File: src/rtl/uart_rx_byte.sv
// 8N1 UART receiver: 2-flop synchronizer, mid-bit sampling, one-cycle byte/error strobes.
// A held-low line after a framing error or reset never yields a byte until it has gone high.
module uart_rx_byte #(
  parameter int unsigned CLKS_PER_BIT = 434
) (
  input  logic       clk,
  input  logic       reset,
  input  logic       rx,
  output logic [7:0] data_out,
  output logic       byteReady,
  output logic       frame_err,
  output logic       busy
);

  localparam logic [2:0] ST_IDLE      = 3'd0;
  localparam logic [2:0] ST_START     = 3'd1;
  localparam logic [2:0] ST_DATA      = 3'd2;
  localparam logic [2:0] ST_STOP      = 3'd3;
  localparam logic [2:0] ST_WAIT_HIGH = 3'd4;

  localparam logic [15:0] HALF_LAST = 16'(CLKS_PER_BIT / 2 - 1);
  localparam logic [15:0] FULL_LAST = 16'(CLKS_PER_BIT - 1);

  logic        sync1_q, sync2_q;
  logic        rx_s;
  logic [1:0]  fill_q, fill_d;
  logic        armed_q, armed_d;
  logic [2:0]  state_q, state_d;
  logic [15:0] cnt_q, cnt_d;
  logic [2:0]  idx_q, idx_d;
  logic [7:0]  shift_q, shift_d;
  logic [7:0]  data_q, data_d;
  logic        ready_q, ready_d;
  logic        ferr_q, ferr_d;
  logic        busy_q;

  assign rx_s      = sync2_q;
  assign data_out  = data_q;
  assign byteReady = ready_q;
  assign frame_err = ferr_q;
  assign busy      = busy_q;

  // Next-state logic; armed_q requires a genuinely sampled high line before a start is
  // accepted, so the reset value of the synchronizer cannot fake a falling edge.
  always_comb begin
    state_d = state_q;
    cnt_d   = cnt_q;
    idx_d   = idx_q;
    shift_d = shift_q;
    data_d  = data_q;
    ready_d = 1'b0;
    ferr_d  = 1'b0;
    fill_d  = {fill_q[0], 1'b1};
    armed_d = armed_q | (rx_s & (fill_q == 2'b11));
    case (state_q)
      ST_IDLE: begin
        cnt_d = 16'd0;
        if (armed_q && !rx_s) begin
          state_d = ST_START;
        end else begin
          state_d = ST_IDLE;
        end
      end
      ST_START: begin
        if (cnt_q == HALF_LAST) begin
          cnt_d = 16'd0;
          if (!rx_s) begin
            state_d = ST_DATA;
            idx_d   = 3'd0;
          end else begin
            state_d = ST_IDLE;
          end
        end else begin
          cnt_d = cnt_q + 16'd1;
        end
      end
      ST_DATA: begin
        if (cnt_q == FULL_LAST) begin
          cnt_d          = 16'd0;
          shift_d[idx_q] = rx_s;
          idx_d          = idx_q + 3'd1;
          if (idx_q == 3'd7) begin
            state_d = ST_STOP;
          end else begin
            state_d = ST_DATA;
          end
        end else begin
          cnt_d = cnt_q + 16'd1;
        end
      end
      ST_STOP: begin
        if (cnt_q == FULL_LAST) begin
          cnt_d = 16'd0;
          if (rx_s) begin
            data_d  = shift_q;
            ready_d = 1'b1;
            state_d = ST_IDLE;
          end else begin
            ferr_d  = 1'b1;
            state_d = ST_WAIT_HIGH;
          end
        end else begin
          cnt_d = cnt_q + 16'd1;
        end
      end
      ST_WAIT_HIGH: begin
        cnt_d = 16'd0;
        if (rx_s) begin
          state_d = ST_IDLE;
        end else begin
          state_d = ST_WAIT_HIGH;
        end
      end
      default: begin
        state_d = ST_IDLE;
        cnt_d   = 16'd0;
        idx_d   = 3'd0;
      end
    endcase
  end

  // State, synchronizer and registered outputs.
  always_ff @(posedge clk) begin
    if (reset) begin
      sync1_q <= 1'b1;
      sync2_q <= 1'b1;
      fill_q  <= 2'b00;
      armed_q <= 1'b0;
      state_q <= ST_IDLE;
      cnt_q   <= 16'd0;
      idx_q   <= 3'd0;
      shift_q <= 8'h00;
      data_q  <= 8'h00;
      ready_q <= 1'b0;
      ferr_q  <= 1'b0;
      busy_q  <= 1'b0;
    end else begin
      sync1_q <= rx;
      sync2_q <= sync1_q;
      fill_q  <= fill_d;
      armed_q <= armed_d;
      state_q <= state_d;
      cnt_q   <= cnt_d;
      idx_q   <= idx_d;
      shift_q <= shift_d;
      data_q  <= data_d;
      ready_q <= ready_d;
      ferr_q  <= ferr_d;
      busy_q  <= (state_d != ST_IDLE);
    end
  end

endmodule

File: config.mk
export PLATFORM = sky130hd
export DESIGN_NAME = uart_rx_byte
export DESIGN_NICKNAME = d
export VERILOG_FILES = /design/src/rtl/uart_rx_byte.sv
export SDC_FILE = /design/constraint.sdc
export NUM_CORES = 1
export LEC_CHECK = 0
export CAP_MARGIN = 20
export CORE_ASPECT_RATIO = 1.4
export CORE_MARGIN = 2
export CORE_UTILIZATION = 40
export CTS_BUF_LIST = sky130_fd_sc_hd__clkbuf_4
export CTS_CLUSTER_DIAMETER = 120
export CTS_CLUSTER_SIZE = 8
export DETAILED_ROUTE_END_ITERATION = 12
export PLACE_DENSITY_LB_ADDON = 0.1
export SYNTH_ARGS = -nofsm -noshare
export SYNTH_HDL_FRONTEND = slang
export SYNTH_SLANG_ARGS = --single-unit
File: constraint.sdc
create_clock -name clk -period 4.85 [get_ports clk]
set_clock_uncertainty 0.15 [all_clocks]
set_input_delay 0.97 -clock clk [delete_from_list [all_inputs] [get_ports clk]]
set_output_delay 0.97 -clock clk [all_outputs]
set_load 0.1 [all_outputs]
==> impl_metrics.ini <==
[run_status]
status = finished clean

[finish]
syn_to_final_growth_pct = 10.2
multi_input_area_um2 = 1050
final_cell_mix = dfxtp_1, nor2_1, mux2i_1
antenna_cells = 0
final_nets = 233
instances_no_fill = 289
seqCellArea_um2 = 921
drive_above_1_share = 0.0756
fillCellCount = 498
final_common_cell = dfxtp_1

[drt]
wl_per_cell_um = 13.6
vias_per_cell = 5.34
num_vias = 1542
drt-initial-drc-count = 29
dr.pass1.iters = 4
final_antenna_net_count = 0
drc_errors = 0
wirelength_mm = 3.94

[floorplanning]
die_area_um2 = 5720
io_pins = 14
coreArea_um2 = 4880
die_h_um = 88.7
start_util = 0.420
row_count = 30
die_w_um = 64.5

[synth]
syn_area_per_cell_um2 = 9.44
netlist_area_um2 = 2050
synth_edf_count = 0
synthArstFlopShare = 0
syn-instance-count = 217
synth_ff_type = dfxtp_1
yosys_warnings = 0
seq_area_frac_synth = 0.450
ys_ff_latch = 46
synth.distinct_cells = 43
syn-num-nets = 225

[global_route]
antenna_found_initial = 0
grt_use_total = 0.154
grt_pass1_wl_mm = 6.80
grt_max_degree = 26
grt_pass1_vias = 1514
grt_overflow_total = 0

[sta]
fin_crit_ps = 3050
fmax_mhz = 328
setup_viol = 0
worstMarginPinSlew_ps = 975
slew_headroom = 0.348
hold_viol_final = 0
fin_tns_setup_ps = 0
rsz0062_at_grt = false
slew_viol_final = 0
timing.final.crit_share = 0.629

[clock_network]
cts_resized = 0
clk_pin_slew_ps = 130
cts_buffer_depth = 2
cts_tree = built
clock_latency_ps = 350
cts_sinks = 46
cts_setup_buffers = 0
root_buffer = clkbuf_4
cts_buffers = 5
cts_hold_buf = 0
htreeDepth = 2

[power_and_ir_drop]
total_power_w = 0.000572
power.leakage_nw = 0.856
peakVddDrop_v = 0.000159
swShare = 0.213
p_switching_w = 0.000122
seq_power_share = 0.669
p_clk_frac = 0.313
pwr-share-comb = 0.019
p_int_w = 0.000450
power_density_nw_per_um2 = 253

[critical_path]
crit_path_max_fanout = 25
cp-end-kind = flop
criticalPathCategory = in2reg
crit_arrival_ps = 3200
critPathSlowestCell = clkdlybuf4s50_1
critPathRequiredTime_ps = 5000
startpoint = reset
crit_chain = clkdlybuf4s50_1 -> nor2_1 -> inv_1 -> nor4_1 -> a31o_2 -> nand4bb_1
worstRegToRegCells = 5
max_stage_delay_ps = 860
setup.worst_path.start_class = input port
r2r-start = cnt_q[11]

[place]
dp_hpwl_mm = 2.85
placed_cells_incl_taps = 282
place.gp.congestion = 0.814
io_buffers = 13

[hold_path]
worstHoldStart = sync1_q
whs_path_depth = 1
hp-class = reg2reg

[run]
cap_violations = 0
==> cells in the mapped netlist (2+ instances only) <==
cell / count / area share
inv_1: 7 / 0.013
and3_1: 3 / 0.0092
ha_1: 5 / 0.031
nor4_4: 2 / 0.021
nand4_1: 9 / 0.027
nor2_1: 39 / 0.071
nor3b_1: 2 / 0.0073
clkbuf_1: 7 / 0.013
and4_1: 3 / 0.013
o31ai_1: 3 / 0.011
nand4b_1: 6 / 0.026
nor2b_1: 3 / 0.0092
nand3_1: 9 / 0.022
xor2_1: 8 / 0.034
o21ai_0: 2 / 0.0049
and4_2: 2 / 0.0098
dfxtp_1: 46 / 0.45
or2_2: 2 / 0.0061
a21oi_1: 2 / 0.0049
xnor2_1: 5 / 0.021
nor3_1: 3 / 0.0073
mux2i_1: 16 / 0.078
nand2_1: 10 / 0.018
buf_2: 4 / 0.0098
==> per-stage QoR <==
step / area [µm²] / utilization / setup slack, ps / hold WS (ps)
2_1_floorplan: 2050 / - / 2620 / 239
3_3_place_gp: 2200 / 0.452 / 1590 / 245
3_5_place_dp: 2200 / 0.452 / 1420 / 256
4_1_cts: 2260 / 0.463 / 1800 / 288
5_1_grt: 2260 / 0.463 / 1590 / 290
6_report: 2260 / 0.463 / 1800 / 280
==> path summary, 6_finish.rpt <==
kind / end / slack, ps
worst max-delay path: busy / 1800
worst min-delay path: rx_s / 280
worst max register to register: data_out[4] / 2730
worst min register to register: rx_s / 280
==> power by group through the flow <==
stage / Sequential (W) / Combinational (W) / Clock (W)
floorplan: 0.000390 / 0.00000797 / 0
global placement: 0.000391 / 0.0000104 / 0
detailed placement: 0.000391 / 0.0000108 / 0
CTS: 0.000383 / 0.0000108 / 0.000189
global route: 0.000383 / 0.0000120 / 0.000203
finish: 0.000382 / 0.0000106 / 0.000179
==> sequential cells by signal, summed over array words and instances, names as in the netlist, 2 cells and up <==
signal	count
state_q	3
data_out	8
cnt_q	16
fill_q	2
shift_q	8
idx_q	3
==> logic make-up (layout without fill, tap and decap cells) <==
group / count (synthesis) / in the layout / share of synthesized area
AND/OR/NAND/NOR: 104 / 104 / 0.298
flip-flops: 46 / 46 / 0.450
buffers and inverters: 19 / 27 / 0.0391
multiplexers: 16 / 16 / 0.0782
AO/OA/AOI/OAI: 14 / 14 / 0.0489
XOR/XNOR: 13 / 13 / 0.0556
adder cells (fa/ha/maj): 5 / 5 / 0.0305
==> routing by layer <==
layer  GRT usage  wire, µm  share of wire
met1       0.167      1690           0.43
met2       0.281      2050           0.52
met3      0.0471       128          0.033
met4      0.0600        73          0.019
met5           0         0              0
==> area by class of cell <==
cell class                 count  area share
sequential                    46       0.408
clock buffer                   7      0.0233
timing repair buffer          13      0.0576
inverter                       7      0.0116
tap                           64      0.0355
multi-input combinational    152       0.464
==> critical path, delay by kind of cell <==
kind	cells	cell delay (ps)
compound gates	1	180
buf+inv	2	980
simple gates	3	1080
No activity file was read; power rests on OpenSTA's default activity.
